File: src/rtl/mux_ctrl_n_1_if.sv
// rtl/mux_ctrl_n_1_if.sv - strobe/mask/select bundle for mux_ctrl_n_1; frame_cnt_o exists only with MUX_CTRL_FRAME_CNT_EN
interface mux_ctrl_n_1_if #(
  parameter int NUM_CH  = 8,
  parameter int SEL_W   = $clog2(NUM_CH),
  parameter int FRAME_W = 16
);
  logic              clr_i;
  logic              reg_out_i;
  logic [NUM_CH-1:0] ch_mask_i;
  logic [SEL_W-1:0]  ctrl_mux_o;
  logic              regout_matrix_o;
  logic              mask_err_o;
`ifdef MUX_CTRL_FRAME_CNT_EN
  logic [FRAME_W-1:0] frame_cnt_o;

  modport master (
    output clr_i, reg_out_i, ch_mask_i,
    input  ctrl_mux_o, regout_matrix_o, mask_err_o, frame_cnt_o
  );
  modport slave (
    input  clr_i, reg_out_i, ch_mask_i,
    output ctrl_mux_o, regout_matrix_o, mask_err_o, frame_cnt_o
  );
`else
  modport master (
    output clr_i, reg_out_i, ch_mask_i,
    input  ctrl_mux_o, regout_matrix_o, mask_err_o
  );
  modport slave (
    input  clr_i, reg_out_i, ch_mask_i,
    output ctrl_mux_o, regout_matrix_o, mask_err_o
  );
`endif
endinterface

File: src/rtl/mux_ctrl_n_1.sv
// rtl/mux_ctrl_n_1.sv - N:1 readout mux select sequencer with channel masking; frame counter with MUX_CTRL_FRAME_CNT_EN
module mux_ctrl_n_1 #(
  parameter int NUM_CH  = 8,
  parameter int SEL_W   = $clog2(NUM_CH),
  parameter int FRAME_W = 16
) (
  input logic           SYS_CLK,
  input logic           SYS_RST,
  mux_ctrl_n_1_if.slave bus
);
  logic [SEL_W-1:0]  r_sel;
  logic [NUM_CH-1:0] r_mask;
  logic              r_err;

  logic [SEL_W-1:0]  hi_idx;
  logic [SEL_W-1:0]  nxt_idx;
  logic [SEL_W-1:0]  first_new;
  logic              mask_nz;
  logic              last;
  logic              frame_end;

  // Highest enabled channel of the active mask marks the end of a frame
  always_comb begin
    hi_idx = '0;
    for (int k = 0; k < NUM_CH; k++) begin
      if (r_mask[k]) hi_idx = SEL_W'(k);
    end
  end

  // Next enabled channel strictly above the current select
  always_comb begin
    nxt_idx = r_sel;
    for (int k = NUM_CH - 1; k >= 0; k--) begin
      if (r_mask[k] && (SEL_W'(k) > r_sel)) nxt_idx = SEL_W'(k);
    end
  end

  // Lowest enabled channel of the incoming mask, 0 when the mask is empty
  always_comb begin
    first_new = '0;
    for (int k = NUM_CH - 1; k >= 0; k--) begin
      if (bus.ch_mask_i[k]) first_new = SEL_W'(k);
    end
  end

  assign mask_nz   = |r_mask;
  assign last      = (r_sel == hi_idx);
  // A strobe colliding with a soft restart is dropped, so it never ends a frame
  assign frame_end = bus.reg_out_i & last & mask_nz & ~bus.clr_i;

  // Select/mask/error state: reset, soft restart, then strobe handling
  always_ff @(posedge SYS_CLK) begin
    if (SYS_RST) begin
      r_sel  <= '0;
      r_mask <= '1;
      r_err  <= 1'b0;
    end else if (bus.clr_i) begin
      r_mask <= bus.ch_mask_i;
      r_sel  <= first_new;
      r_err  <= 1'b0;
    end else if (bus.reg_out_i) begin
      if (!mask_nz) begin
        // Nothing to visit: flag it, keep the select, and pick up a fresh mask
        r_err  <= 1'b1;
        r_mask <= bus.ch_mask_i;
      end else if (last) begin
        r_mask <= bus.ch_mask_i;
        r_sel  <= first_new;
      end else begin
        r_sel <= nxt_idx;
      end
    end
  end

`ifdef MUX_CTRL_FRAME_CNT_EN
  logic [FRAME_W-1:0] r_frame;

  // Completed-frame counter; a soft restart does not clear it
  always_ff @(posedge SYS_CLK) begin
    if (SYS_RST) begin
      r_frame <= '0;
    end else if (frame_end) begin
      r_frame <= r_frame + 1'b1;
    end
  end

  assign bus.frame_cnt_o = r_frame;
`endif

  assign bus.ctrl_mux_o      = r_sel;
  assign bus.regout_matrix_o = frame_end;
  assign bus.mask_err_o      = r_err;
endmodule

File: src/flat_wrapper.sv
// flat-port wrapper written by rule: the top's interface ports become plain ports
module mux_ctrl_n_1_flat 
#(
  parameter int NUM_CH  = 8,
  parameter int SEL_W   = $clog2(NUM_CH),
  parameter int FRAME_W = 16
)
  (SYS_CLK, SYS_RST, bus_clr_i, bus_reg_out_i, bus_ch_mask_i, bus_ctrl_mux_o, bus_regout_matrix_o, bus_mask_err_o);
  mux_ctrl_n_1_if #(.NUM_CH(NUM_CH), .SEL_W(SEL_W), .FRAME_W(FRAME_W)) bus_i ();
  input logic SYS_CLK;
  input logic SYS_RST;
  input wire logic [$bits(bus_i.clr_i)-1:0] bus_clr_i;
  input wire logic [$bits(bus_i.reg_out_i)-1:0] bus_reg_out_i;
  input wire logic [$bits(bus_i.ch_mask_i)-1:0] bus_ch_mask_i;
  output wire logic [$bits(bus_i.ctrl_mux_o)-1:0] bus_ctrl_mux_o;
  output wire logic [$bits(bus_i.regout_matrix_o)-1:0] bus_regout_matrix_o;
  output wire logic [$bits(bus_i.mask_err_o)-1:0] bus_mask_err_o;
  assign bus_i.clr_i = bus_clr_i;
  assign bus_i.reg_out_i = bus_reg_out_i;
  assign bus_i.ch_mask_i = bus_ch_mask_i;
  assign bus_ctrl_mux_o = bus_i.ctrl_mux_o;
  assign bus_regout_matrix_o = bus_i.regout_matrix_o;
  assign bus_mask_err_o = bus_i.mask_err_o;
  mux_ctrl_n_1 #(.NUM_CH(NUM_CH), .SEL_W(SEL_W), .FRAME_W(FRAME_W)) u_core (.SYS_CLK(SYS_CLK), .SYS_RST(SYS_RST), .bus(bus_i));
endmodule
File: config.mk
export PLATFORM = sky130hd
export DESIGN_NAME = mux_ctrl_n_1_flat
export DESIGN_NICKNAME = d
export VERILOG_FILES = /design/src/rtl/mux_ctrl_n_1_if.sv /design/src/rtl/mux_ctrl_n_1.sv /design/src/flat_wrapper.sv
export SDC_FILE = /design/constraint.sdc
export NUM_CORES = 1
export LEC_CHECK = 0
export CORE_UTILIZATION = 45
export DETAILED_ROUTE_END_ITERATION = 16
export GPL_TIMING_DRIVEN = 0
export PLACE_DENSITY_LB_ADDON = 0.08
export SLEW_MARGIN = 20
export SYNTH_ARGS = -nofsm -noshare
export SYNTH_HDL_FRONTEND = slang
export SYNTH_SLANG_ARGS = --single-unit
File: constraint.sdc
create_clock -name SYS_CLK -period 2.8 [get_ports SYS_CLK]
set_input_delay 0.7 -clock SYS_CLK [delete_from_list [all_inputs] [get_ports SYS_CLK]]
set_output_delay 0.7 -clock SYS_CLK [all_outputs]
set_load 0.05 [all_outputs]
==> flow_summary.ini, run 1 <==
[outcome]
status = complete, but fails checks
violations = negative setup slack

[setup_path]
cp_max_fo = 2
reg2reg_from = u_core.r_mask[2]
cp.arrival_ns = 2.17
crit_start = u_core.r_mask[2]
path_class = reg2out
required_ns = 2.10
endpoint_kind = output pin
startpoint_type = flip-flop

[sta]
min_period_ns = 2.87
finalSetupViolCount = 1
skew_ns = 0.00348
setup_tns_ns = -0.0721
max_freq_ghz = 0.348
slew_headroom_pct = 67.2
maxSlewViolCount = 0
rsz0062_at_grt = yes
worst_slew_pin_slew_ns = 0.491
hold_viol = 0
period_share_pct = 103
worst_slack_ns = -0.0721

[synth]
syn_avg_cell_area_sq_um = 7.44
post_synth_main_area_contributors = dfxtp_1 (28%), nor2_1 (8.8%), mux2i_1 (7.1%), a21oi_1 (4.7%), o21ai_0 (4.1%)
synth.distinct_cells = 31
yosys_warnings = 0
ys_ff_latch = 12
synth_area_sq_um = 848
synthCells = 114
synth_top_area_share_pct = 28.3
syn_nets = 126
ys_seq_area_share_pct = 28.3
yosys.area.top_type = dfxtp_1

[power_and_ir_drop]
switchingPower_w = 0.000145
irDropWorstVdd_mv = 0.272
p_int_w = 0.000318
netSwitchingFraction_pct = 31.3
p_clk_share_pct = 30.4
power_frac_comb_pct = 27.4
power_leakage_nw = 0.437
power_w = 0.000462
pwr-share-seq_pct = 42.2
power_density_nw_per_um2 = 408

[run]
maxCapViolCount = 0

[place]
io_buffers = 15
postPlaceCellArea_sq_um = 1030
dp_cells = 154
dp_hpwl_mm = 1.57
gp_congestion = 0.868

[routing]
vias = 913
wire_per_inst_microns = 13.6
viasPerCell = 5.57
routed_wl_mm = 2.24
first_pass_iters = 4
route.detailed.drc = 0
postRouteAntennaNets = 0
drtIter0Drc = 16

[clock_tree]
h-tree-depth = 1
clock-sinks = 12
cts_buffers = 3
clock_tree.root_cell = clkbuf_4
clockBufferDepth = 2
cts_tree = built
cts_hold_buf = 0
clk_pin_slew_ns = 0.08
clk_latency_ns = 0.28

[worst_hold_path]
holdCritStartpoint = u_core.bus.mask_err_o
hold_class = reg2reg

[floorplanning]
rows = 15
initial_core_util_pct = 48.6
io_pins = 17
fp.dieH_microns = 45.4
dieWidth_microns = 45.4
coreArea_sq_um = 1750
die_area_sq_um = 2060

[final_layout]
final_nets = 152
multi_input_area_sq_um = 562
regArea_sq_um = 246
fillCellCount = 172
area_growth_pct = 33.5
fin_util_pct = 64.9
fin_cells = 164
diodes = 0
postLayoutCellArea_sq_um = 1130
drive_above_1_share_pct = 14.4

[grt]
antenna_found_initial = 0
grt-ovfl-total = 0
grt_pass1_wl_mm = 3.69
grt_pass1_vias = 832
grt_usage_pct = 25.5
grt_max_degree = 11
per-stage QoR:
step                      worst slack (ns)  hold slack [ns]
after floorplan                      0.116            0.473
after global placement              -0.503            0.489
after detailed placement            -0.536            0.512
after CTS                           -0.144            0.523
after global routing                -0.150            0.539
final                              -0.0721            0.516
cells in the final DEF (no fill, tap or decap), drive strengths merged:
master,n
a2111o,1
a21o,2
a21oi,8
a221oi,1
a22oi,1
a31oi,3
a41oi,1
and2,1
buf,8
clkbuf,9
clkdlybuf4s50,14
dfxtp,12
inv,7
mux2i,6
nand2,5
nand2b,4
nand3,1
nor2,20
nor2b,3
nor3,4
o211ai,4
o21a,1
o21ai,7
o221a,3
o22ai,3
o31a,1
o31ai,1
o32ai,1
or2,2
or3,1
or4,4
flip-flops by register name (all words and copies together), names as in the netlist:
name and cells:
u_core.bus.ctrl_mux_o 3, u_core.r_mask 8, u_core.bus.mask_err_o 1
layout make-up:
type | count | share of cell area [%]
Buffer | 6 | 2.65
Multi-Input combinational cell | 89 | 49.6
Inverter | 7 | 2.32
Clock buffer | 4 | 3.20
Tap cell | 25 | 2.76
Sequential cell | 12 | 21.8
Timing Repair Buffer | 21 | 17.7
cell usage after synthesis, drive strengths merged:
cell type,count
nor2,20
dfxtp,12
a21oi,8
inv,7
o21ai,7
mux2i,6
clkbuf,5
nand2,5
nand2b,4
nor3,4
o211ai,4
or4,4
a31oi,3
nor2b,3
o221a,3
o22ai,3
a21o,2
or2,2
a2111o,1
a221oi,1
a22oi,1
a41oi,1
and2,1
buf,1
nand3,1
o21a,1
o31a,1
o31ai,1
o32ai,1
or3,1
what timing repair did:
action / 4_1_cts / 5_1_grt
gates resized for setup: 13 / 2
buffers inserted: 5 / 1
setup endpoints to repair: 1 / 1
endpoints found under the hold margin: 0 / 0
pin swaps: 3 / 2
power by group through the flow:
stage               Clock, W  Combinational, W  Sequential (W)
CTS                 0.000145          0.000125        0.000194
global route        0.000156          0.000139        0.000196
detailed placement         0          0.000118        0.000199
floorplan                  0         0.0000674        0.000208
finish              0.000141          0.000127        0.000195
global placement           0          0.000117        0.000199
worst paths after layout:
kind | endpoint | slack (ns) | depth (start not counted)
hold / removal | u_core.bus.mask_err_o | 0.52 | 2
setup / recovery | bus_regout_matrix_o | -0.07 | 6
hold reg to reg | u_core.bus.mask_err_o | 0.52 | 2
setup reg to reg | u_core.r_mask[2] | 0.31 | 10
cells by family (layout without fill, tap and decap cells):
| kind of cell | after synthesis | in the layout | share of synthesized area, % |
|---|---|---|---|
| AO/OA/AOI/OAI | 38 | 38 | 32.3 |
| AND/OR/NAND/NOR | 45 | 45 | 25.7 |
| buffers and inverters | 13 | 38 | 6.64 |
| flip-flops | 12 | 12 | 28.3 |
| multiplexers | 6 | 6 | 7.08 |
critical path: stages (launching register included):
cell	delay (ns)
dfxtp_4	0.35
or2_1	0.22
or4_1	0.40
a2111o_1	0.42
a22oi_4	0.20
and2_4	0.17
buf_8	0.14
per-layer routing:
metal	vias to the layer above	wire length (microns)	global-route usage (%)
met5	-	0	0
met4	0	30	10.9
met3	4	110	5.16
met2	29	1050	38.9
met1	414	1040	34.5
li1	466	-	-
Note: power is estimated with default switching activity, not from simulation.
==> run 2, diff against run 1 <==
--- a/config.mk
+++ b/config.mk
@@ -5,7 +5,7 @@
 export SDC_FILE = /design/constraint.sdc
 export NUM_CORES = 1
 export LEC_CHECK = 0
-export CORE_UTILIZATION = 45
+export CORE_UTILIZATION = 42
 export DETAILED_ROUTE_END_ITERATION = 16
 export GPL_TIMING_DRIVEN = 0
 export PLACE_DENSITY_LB_ADDON = 0.08
==> flow_summary.ini, run 2 (synthesis results as in run 1) <==
[outcome]
status = complete, but fails checks
violations = negative setup slack

[final_layout]
most-common-layout-cells = nor2_1 (20), clkdlybuf4s50_1 (14), a21oi_1 (8), dfxtp_1 (8)
area_growth_pct = 33.9
final_nets = 152
largest_reg_flops = 8
largest-register = u_core.r_mask
fin_util_pct = 63.1
diodes = 0
drive_above_1_share_pct = 15.1
fin_cells = 164
final_common_cell = nor2_1

[routing]
postRouteAntennaNets = 0
wire_per_inst_microns = 14.4
routed_wl_mm = 2.36
route.detailed.drc = 0
first_pass_iters = 4
vias = 1002
viasPerCell = 6.11
drtIter0Drc = 54

[sta]
slew_headroom_pct = 67.0
max_freq_ghz = 0.348
maxSlewViolCount = 0
skew_ns = 0.0100
hold_viol = 0
period_share_pct = 103
rsz0062_at_grt = yes
worst_slack_ns = -0.0751
finalSetupViolCount = 1
hold_ws_ns = 0.540
min_period_ns = 2.88
worst_slew_pin_slew_ns = 0.494

[place]
dp_hpwl_mm = 1.61
io_buffers = 15
gp_congestion = 0.881
dp_cells = 154

[power_and_ir_drop]
power_leakage_nw = 0.437
power_density_nw_per_um2 = 409
irDropWorstVdd_mv = 0.261

[run]
maxCapViolCount = 0

[floorplanning]
dieWidth_microns = 46.9
io_pins = 17
initial_core_util_pct = 47.1
coreArea_sq_um = 1800
fp.dieH_microns = 46.9
die_area_sq_um = 2200
rows = 15

[worst_hold_path]
hold_depth = 2
hold_class = reg2reg

[clock_tree]
h-tree-depth = 1
clk_latency_ns = 0.27
clk_pin_slew_ns = 0.09
clock-sinks = 12
clock_tree.root_cell = clkbuf_4
cts_hold_buf = 0
clockBufferDepth = 2
cts_buffers = 3
cts_tree = built

[grt]
grt_max_degree = 11
antenna_found_initial = 0
grt-ovfl-total = 0
grt_pass1_wl_mm = 3.62
grt_usage_pct = 23.2
grt_pass1_vias = 827

[setup_path]
path_class = reg2out
startpoint_type = flip-flop
required_ns = 2.10
cp.arrival_ns = 2.18
cp_max_fo = 8
endpoint_kind = output pin
rr_worst_depth = 10
-- run 2: cell counts in the layout (fill, tap and decap cells not counted) --
No cell type changed its count.
-- run 2: layer usage --
metal,GRT usage [%],wire (microns),up-vias
met2,38.9,1120,57
met4,8.00,80,0
met1,30.2,997,470
li1,-,-,466
met5,0,0,-
met3,3.85,162,9
-- run 2: layout make-up --
type / count / area, sq um
repair buffers: 21 / 200
flip-flops and latches: 12 / 250
multi-input cells: 89 / 562
plain buffers: 6 / 30.0
clock buffers: 4 / 36.3
fillers: 161 / 666
inverters: 7 / 26.3
well taps: 25 / 31.3
-- run 2: report_power, final --
part | switching, W | internal (W) | total (W) | leakage [nW]
clock network | 0.0000618 | 0.0000789 | 0.000141 | 0.0210
logic | 0.0000721 | 0.0000564 | 0.000128 | 0.317
registers | 0.0000133 | 0.000182 | 0.000195 | 0.0985
-- run 2: final timing paths --
path,start,endpoint,slack [ns]
worst min-delay path,u_core.bus.mask_err_o,u_core.bus.mask_err_o,0.54
worst min register to register,u_core.bus.mask_err_o,u_core.bus.mask_err_o,0.54
worst max register to register,u_core.r_mask[3],u_core.r_mask[4],0.31
worst max-delay path,u_core.r_mask[7],bus_regout_matrix_o,-0.08
-- run 2: timing repair --
action / 4_1_cts / 5_1_grt
setup buffers: 5 / 1
setup endpoints to repair: 1 / 1
pin swaps: 3 / 2
gates resized for setup: 14 / 3
cloned: 0 / 0
-- run 2: critical path, cell delays in order, from the launching register on --
cell and delay (ns):
dfxtp_2 0.37, or4_4 0.54, or4_4 0.47, nand2_1 0.11
nor2_1 0.09, and2_4 0.18, buf_8 0.14
-- run 2: per-stage QoR --
| step | total power (W) | area (sq um) | setup slack, ns | TNS [ns] |
|---|---|---|---|---|
| after global placement | 0.000316 | 1030 | -0.512 | -0.512 |
| after detailed placement | 0.000318 | 1030 | -0.519 | -0.519 |
| after floorplan | 0.000275 | 850 | 0.116 | 0 |
| after CTS | 0.000460 | 1120 | -0.125 | -0.125 |
| after global routing | 0.000484 | 1140 | -0.118 | -0.118 |
| final | 0.000465 | 1140 | -0.0751 | -0.0751 |
